## config.mk

```make
export PLATFORM = sky130hd
export DESIGN_NAME = op_amp_step_sequencer_flat
export DESIGN_NICKNAME = d
export VERILOG_FILES = /design/src/rtl/op_amp_step_sequencer_if.sv /design/src/rtl/op_amp_step_sequencer.sv /design/src/flat_wrapper.sv
export SDC_FILE = /design/constraint.sdc
export NUM_CORES = 1
export LEC_CHECK = 0
export ABC_AREA = 1
export BUFFER_PORTS_ARGS = -buffer_cell sky130_fd_sc_hd__buf_2
export CORE_AREA = 4 4 69 58
export CTS_BUF_LIST = sky130_fd_sc_hd__clkbuf_4
export DETAILED_ROUTE_END_ITERATION = 10
export DIE_AREA = 0 0 73 62
export GPL_TIMING_DRIVEN = 0
export PLACE_DENSITY = 0.76
export REMOVE_ABC_BUFFERS = 1
export SYNTH_ARGS = -nofsm -noshare
export SYNTH_HDL_FRONTEND = slang
export SYNTH_SLANG_ARGS = --single-unit
```

## constraint.sdc

```tcl
create_clock -name clk -period 2 [get_ports clk]
set_clock_uncertainty 0.2 [all_clocks]
set_input_delay 0 -clock clk [delete_from_list [all_inputs] [get_ports clk]]
set_output_delay 0 -clock clk [all_outputs]
set_load 0.005 [all_outputs]
```

## src/rtl/op_amp_step_sequencer_if.sv

```systemverilog
`default_nettype none
// ============================================================================
// op_amp_step_sequencer_if
// Control bundle between the step sequencer and the op-amp datapath.
// Revision: 1.0
// ============================================================================
interface op_amp_step_sequencer_if;
  logic        run_en;
  logic        mul_done;
  logic        clear_err;
  logic        mul_sel;
  logic        mul_start;
  logic        sq_load;
  logic        sum_load;
  logic        gain_load;
  logic        filt_step;
  logic        sample_done;
  logic        busy;
  logic        overrun;
  logic        timeout;
`ifdef SEQ_SAMPLE_CNT_EN
  logic [15:0] sample_cnt;
`endif

  modport master (
    input  run_en, mul_done, clear_err,
    output mul_sel, mul_start, sq_load, sum_load, gain_load, filt_step,
           sample_done, busy, overrun, timeout
`ifdef SEQ_SAMPLE_CNT_EN
    , output sample_cnt
`endif
  );

  modport slave (
    output run_en, mul_done, clear_err,
    input  mul_sel, mul_start, sq_load, sum_load, gain_load, filt_step,
           sample_done, busy, overrun, timeout
`ifdef SEQ_SAMPLE_CNT_EN
    , input sample_cnt
`endif
  );
endinterface
`default_nettype wire

```

## src/rtl/op_amp_step_sequencer.sv

```systemverilog
`default_nettype none
// ============================================================================
// op_amp_step_sequencer
// Sample-tick divider and sequencer stepping one shared multiplier through
// square then gain. Optional macro SEQ_SAMPLE_CNT_EN adds sample_cnt.
// Revision: 1.0
// ============================================================================
module op_amp_step_sequencer #(
  parameter int DIV_COUNT   = 1000,
  parameter int MUL_TIMEOUT = 64
) (
  input logic                   clk,
  input logic                   reset_n,
  op_amp_step_sequencer_if.master io_seq
);

  localparam logic [15:0] c_div_last  = 16'(DIV_COUNT - 1);
  localparam logic [7:0]  c_wait_last = 8'(MUL_TIMEOUT - 1);

  typedef enum logic [3:0] {
    S_IDLE    = 4'd0,
    S_SQ_REQ  = 4'd1,
    S_SQ_WAIT = 4'd2,
    S_SQ_LD   = 4'd3,
    S_SUM_LD  = 4'd4,
    S_G_REQ   = 4'd5,
    S_G_WAIT  = 4'd6,
    S_G_LD    = 4'd7,
    S_FILT    = 4'd8,
    S_DONE    = 4'd9,
    S_ABORT   = 4'd10
  } state_t;

  state_t      r_state;
  state_t      w_next;
  logic [15:0] r_div_cnt;
  logic [7:0]  r_wait_cnt;
  logic        w_tick;
  logic        w_wait_expired;

  logic r_mul_sel;
  logic r_mul_start;
  logic r_sq_load;
  logic r_sum_load;
  logic r_gain_load;
  logic r_filt_step;
  logic r_sample_done;
  logic r_busy;
  logic r_overrun;
  logic r_timeout;

  assign w_tick         = io_seq.run_en && (r_div_cnt == c_div_last);
  assign w_wait_expired = (r_wait_cnt == c_wait_last);

  always_ff @(posedge clk) begin
    if (!reset_n) begin
      r_div_cnt <= '0;
    end else if (!io_seq.run_en || w_tick) begin
      r_div_cnt <= '0;
    end else begin
      r_div_cnt <= r_div_cnt + 16'd1;
    end
  end

  always_ff @(posedge clk) begin
    if (!reset_n) begin
      r_state <= S_IDLE;
    end else begin
      r_state <= w_next;
    end
  end

  // mul_done is only looked at in the WAIT states and beats a same-cycle expiry.
  always_comb begin
    w_next = r_state;
    case (r_state)
      S_IDLE:    if (w_tick) w_next = S_SQ_REQ;
      S_SQ_REQ:  w_next = S_SQ_WAIT;
      S_SQ_WAIT: begin
        if (io_seq.mul_done)     w_next = S_SQ_LD;
        else if (w_wait_expired) w_next = S_ABORT;
      end
      S_SQ_LD:   w_next = S_SUM_LD;
      S_SUM_LD:  w_next = S_G_REQ;
      S_G_REQ:   w_next = S_G_WAIT;
      S_G_WAIT:  begin
        if (io_seq.mul_done)     w_next = S_G_LD;
        else if (w_wait_expired) w_next = S_ABORT;
      end
      S_G_LD:    w_next = S_FILT;
      S_FILT:    w_next = S_DONE;
      S_DONE:    w_next = S_IDLE;
      S_ABORT:   w_next = S_IDLE;
      default:   w_next = S_IDLE;
    endcase
  end

  always_ff @(posedge clk) begin
    if (!reset_n) begin
      r_wait_cnt <= '0;
    end else if (r_state == S_SQ_REQ || r_state == S_G_REQ) begin
      r_wait_cnt <= '0;
    end else if (r_state == S_SQ_WAIT || r_state == S_G_WAIT) begin
      r_wait_cnt <= r_wait_cnt + 8'd1;
    end
  end

  // Outputs are registered from the next state so they line up with r_state.
  always_ff @(posedge clk) begin
    if (!reset_n) begin
      r_mul_sel     <= 1'b0;
      r_mul_start   <= 1'b0;
      r_sq_load     <= 1'b0;
      r_sum_load    <= 1'b0;
      r_gain_load   <= 1'b0;
      r_filt_step   <= 1'b0;
      r_sample_done <= 1'b0;
      r_busy        <= 1'b0;
      r_overrun     <= 1'b0;
      r_timeout     <= 1'b0;
    end else begin
      r_mul_start   <= (w_next == S_SQ_REQ) || (w_next == S_G_REQ);
      r_sq_load     <= (w_next == S_SQ_LD);
      r_sum_load    <= (w_next == S_SUM_LD);
      r_gain_load   <= (w_next == S_G_LD);
      r_filt_step   <= (w_next == S_FILT);
      r_sample_done <= (w_next == S_DONE);
      r_busy        <= (w_next != S_IDLE);

      if (w_next == S_G_REQ) begin
        r_mul_sel <= 1'b1;
      end else if (w_next == S_IDLE || w_next == S_SQ_REQ) begin
        r_mul_sel <= 1'b0;
      end

      if (w_tick && (r_state != S_IDLE)) begin
        r_overrun <= 1'b1;
      end else if (io_seq.clear_err) begin
        r_overrun <= 1'b0;
      end

      if (w_next == S_ABORT) begin
        r_timeout <= 1'b1;
      end else if (io_seq.clear_err) begin
        r_timeout <= 1'b0;
      end
    end
  end

  assign io_seq.mul_sel     = r_mul_sel;
  assign io_seq.mul_start   = r_mul_start;
  assign io_seq.sq_load     = r_sq_load;
  assign io_seq.sum_load    = r_sum_load;
  assign io_seq.gain_load   = r_gain_load;
  assign io_seq.filt_step   = r_filt_step;
  assign io_seq.sample_done = r_sample_done;
  assign io_seq.busy        = r_busy;
  assign io_seq.overrun     = r_overrun;
  assign io_seq.timeout     = r_timeout;

`ifdef SEQ_SAMPLE_CNT_EN
  logic [15:0] r_sample_cnt;

  // Counts only completed samples; an aborted sample never reaches DONE.
  always_ff @(posedge clk) begin
    if (!reset_n) begin
      r_sample_cnt <= '0;
    end else if (w_next == S_DONE) begin
      r_sample_cnt <= r_sample_cnt + 16'd1;
    end
  end

  assign io_seq.sample_cnt = r_sample_cnt;
`endif

endmodule
`default_nettype wire
```

## src/flat_wrapper.sv

```systemverilog
// flat-port wrapper written by rule: the top's interface ports become plain ports
module op_amp_step_sequencer_flat 
#(
  parameter int DIV_COUNT   = 1000,
  parameter int MUL_TIMEOUT = 64
)
  (clk, reset_n, io_seq_run_en, io_seq_mul_done, io_seq_clear_err, io_seq_mul_sel, io_seq_mul_start, io_seq_sq_load, io_seq_sum_load, io_seq_gain_load, io_seq_filt_step, io_seq_sample_done, io_seq_busy, io_seq_overrun, io_seq_timeout);
  op_amp_step_sequencer_if io_seq_i ();
  input logic clk;
  input logic reset_n;
  input wire logic [$bits(io_seq_i.run_en)-1:0] io_seq_run_en;
  input wire logic [$bits(io_seq_i.mul_done)-1:0] io_seq_mul_done;
  input wire logic [$bits(io_seq_i.clear_err)-1:0] io_seq_clear_err;
  output wire logic [$bits(io_seq_i.mul_sel)-1:0] io_seq_mul_sel;
  output wire logic [$bits(io_seq_i.mul_start)-1:0] io_seq_mul_start;
  output wire logic [$bits(io_seq_i.sq_load)-1:0] io_seq_sq_load;
  output wire logic [$bits(io_seq_i.sum_load)-1:0] io_seq_sum_load;
  output wire logic [$bits(io_seq_i.gain_load)-1:0] io_seq_gain_load;
  output wire logic [$bits(io_seq_i.filt_step)-1:0] io_seq_filt_step;
  output wire logic [$bits(io_seq_i.sample_done)-1:0] io_seq_sample_done;
  output wire logic [$bits(io_seq_i.busy)-1:0] io_seq_busy;
  output wire logic [$bits(io_seq_i.overrun)-1:0] io_seq_overrun;
  output wire logic [$bits(io_seq_i.timeout)-1:0] io_seq_timeout;
  assign io_seq_i.run_en = io_seq_run_en;
  assign io_seq_i.mul_done = io_seq_mul_done;
  assign io_seq_i.clear_err = io_seq_clear_err;
  assign io_seq_mul_sel = io_seq_i.mul_sel;
  assign io_seq_mul_start = io_seq_i.mul_start;
  assign io_seq_sq_load = io_seq_i.sq_load;
  assign io_seq_sum_load = io_seq_i.sum_load;
  assign io_seq_gain_load = io_seq_i.gain_load;
  assign io_seq_filt_step = io_seq_i.filt_step;
  assign io_seq_sample_done = io_seq_i.sample_done;
  assign io_seq_busy = io_seq_i.busy;
  assign io_seq_overrun = io_seq_i.overrun;
  assign io_seq_timeout = io_seq_i.timeout;
  op_amp_step_sequencer #(.DIV_COUNT(DIV_COUNT), .MUL_TIMEOUT(MUL_TIMEOUT)) u_core (.clk(clk), .reset_n(reset_n), .io_seq(io_seq_i));
endmodule
```

==> impl_metrics.ini <==
[power_and_ir_drop]
power.density_mw_per_mm2 = 592.4
vdd_drop_max_mv = 0.4002
power_leakage_uw = 0.0008520

[setup_path]
critPathMostFrequentCell = nand3_1
endpoint_kind = register
cp_max_fo = 6
cpPeakStageDelay_ps = 380
path_delay_family = simple AND/OR/NAND/NOR gates
crit_arrival_ps = 1860
cp_slowest_cell = dfxtp_1
cp_cell_sequence = ha_1 -> nand2_1 -> nor3_4 -> nand3_1 -> nor2_1 -> nand3_1 -> a21oi_1
critPathBufInv = 0
criticalPathCategory = register to register
crit_path_start_kind = register
cp.required_ps = 2080

[timing]
finalSetupViolCount = 0
clock.fmax_mhz = 562.7
fin_crit_sh_pct = 88.86
worst_hold_slack_ps = 273.5
finalHoldViolCount = 0
tns_ps = 0
fin_crit_ps = 1777
drv_slew = 0
rsz0062_at_grt = no
tightest_slew_ps = 597.4
maxSlewHeadroom_pct = 59.91

[grt]
grt_pass1_wl_mm = 5.940
grt_antenna_before_repair = 0
groute.usage.overall_pct = 17.11
grt_overflow = 0
grt_max_degree = 17
first_global_vias = 1416

[detailed_routing]
vias = 1579
wl_mm = 3.447
viasPerCell = 4.934
ant_nets = 0
first_pass_iters = 4
drcViolationCount = 0
drt_iter0_markers = 154
wl_per_cell_um = 10.77

[logic_synthesis]
synth_warnings = 0
yosys.area.top_type = dfxtp_1
synth_async_sr_flop_share_pct = 0
synthCells = 253
avgSynthCellArea_um2 = 7.018
synth.top_cell.area_share_pct = 42.85
ys_seq_area_share_pct = 42.85
synth-seq-cells = 38
ys_top_cells_by_count = 46 x nand2_1, 46 x nor2_1, 39 x inv_1, 38 x dfxtp_1, 17 x a21oi_1
yosysUniqueCellTypes = 26
synth_area_leaders = dfxtp_1 43%, nand2_1 9.7%, nor2_1 9.7%
synth_flop_cell = dfxtp_1
synth-edff-count = 0
syn_area_mm2 = 0.001775

[floorplan]
ios = 15
rows = 19
dieArea_mm2 = 0.004526
initial_core_util_pct = 52.97
die_x_um = 73
die_y_um = 62
core_area_mm2 = 0.003352

[layout]
fin_area_mm2 = 0.001998
area_delta_synth_final_pct = 12.54
fillers = 331
n_antenna_cell = 0
drive_above_1_share_pct = 11.15
nets = 284

[clock_tree]
cts_tree = done
h-tree-depth = 2
cts_buffers = 5
cts.clk_slew.worst_paths_ps = 110
cts_root_buf = clkbuf_4
clkLatencyLatePin_ps = 340
numClockSinks = 38
cts_buffer_depth = 2

[worst_hold_path]
hp-class = register to register

[placement]
hpwl_mm = 2.616
dpl-instance-area_mm2 = 0.001889
placement.io_buffers = 14
gp_congestion = 0.9140

[run]
max_cap_viol_count = 0

[outcome]
status = completed
==> final timing paths <==
check | cells after the start | slack (ps) | startpoint | endpoint
setup / recovery | 7 | 220 | u_core.r_div_cnt[0] | u_core.r_div_cnt[12]
hold / removal | 1 | 270 | u_core.r_div_cnt[0] | u_core.r_div_cnt[0]
setup reg to reg | 7 | 220 | u_core.r_div_cnt[0] | u_core.r_div_cnt[12]
hold reg to reg | 1 | 270 | u_core.r_div_cnt[0] | u_core.r_div_cnt[0]
==> placed cells by master (no fill, tap or decap), types with 6 or more instances in the layout <==
master and count:
clkbuf_4 6, a21oi_1 17, nor2_1 46, nand3_1 14, nand4_1 8, buf_2 14
inv_1 39, nand2_1 46, nor3_1 13, dfxtp_1 38
==> stage by stage <==
stage                     power, µW  cells  worst slack, ps  util [%]
final                          1184    320            222.7     59.61
after detailed placement      801.7    307            122.1     56.36
after CTS                      1199    320            98.83     59.46
after global routing           1228    320            49.86     59.61
after global placement        801.8    307            100.6     56.36
after floorplan               789.8    251            410.2         -
==> cell type report <==
type                    instances  area (µm²)  share of cell area, %
clock buffers                   6       45.04                  2.254
clock inverters                 2       8.758                 0.4383
inverters                      39       146.4                  7.326
multi-input cells             174       864.6                  43.27
flip-flops and latches         38       760.7                  38.07
well taps                      42       52.55                  2.630
repair buffers                 19       120.1                  6.011
==> kinds of logic after synthesis <==
kind of cell / Yosys count / synth area share [%]
AOI/OAI and AO/OA: 28 / 8.739
xor gates and xnor gates: 4 / 1.973
adders and majority gates: 2 / 1.409
buffers and inverters: 41 / 8.738
DFF: 38 / 42.85
and+or+nand+nor: 140 / 36.29
==> where the power goes <==
part	leakage, µW	switching (µW)	total (µW)	internal (µW)
Sequential	0.000306	1.75	760	758
Clock	0.0000331	247	393	146
Combinational	0.000513	19.3	30.7	11.4
==> layer usage <==
layer | up-vias | global-route usage (%) | part of all wire (%)
met5 | - | 0 | 0
met4 | 0 | 7.105 | 0.70
met3 | 2 | 4.662 | 6.5
met2 | 44 | 25.22 | 41
met1 | 681 | 23.68 | 52
li1 | 852 | - | -
==> state kept, by name, indices dropped and copies added (netlist names) <==
signal                     cells
u_core.io_seq.sq_load          1
u_core.io_seq.busy             1
u_core.r_state                 4
u_core.io_seq.filt_step        1
u_core.r_div_cnt              16
u_core.io_seq.mul_start        1
u_core.io_seq.overrun          1
u_core.io_seq.timeout          1
u_core.io_seq.gain_load        1
u_core.io_seq.sample_done      1
u_core.r_wait_cnt              8
u_core.io_seq.mul_sel          1
u_core.io_seq.sum_load         1
==> timing repair <==
item / 4_1_cts / 5_1_grt
endpoints found under the hold margin: 14 / 0
buffers inserted: 0 / 0
hold buffers: 5 / 0
endpoints found under the setup margin: 0 / 15
gates resized for setup: 0 / 1
Note: power is estimated with default switching activity, not from simulation.
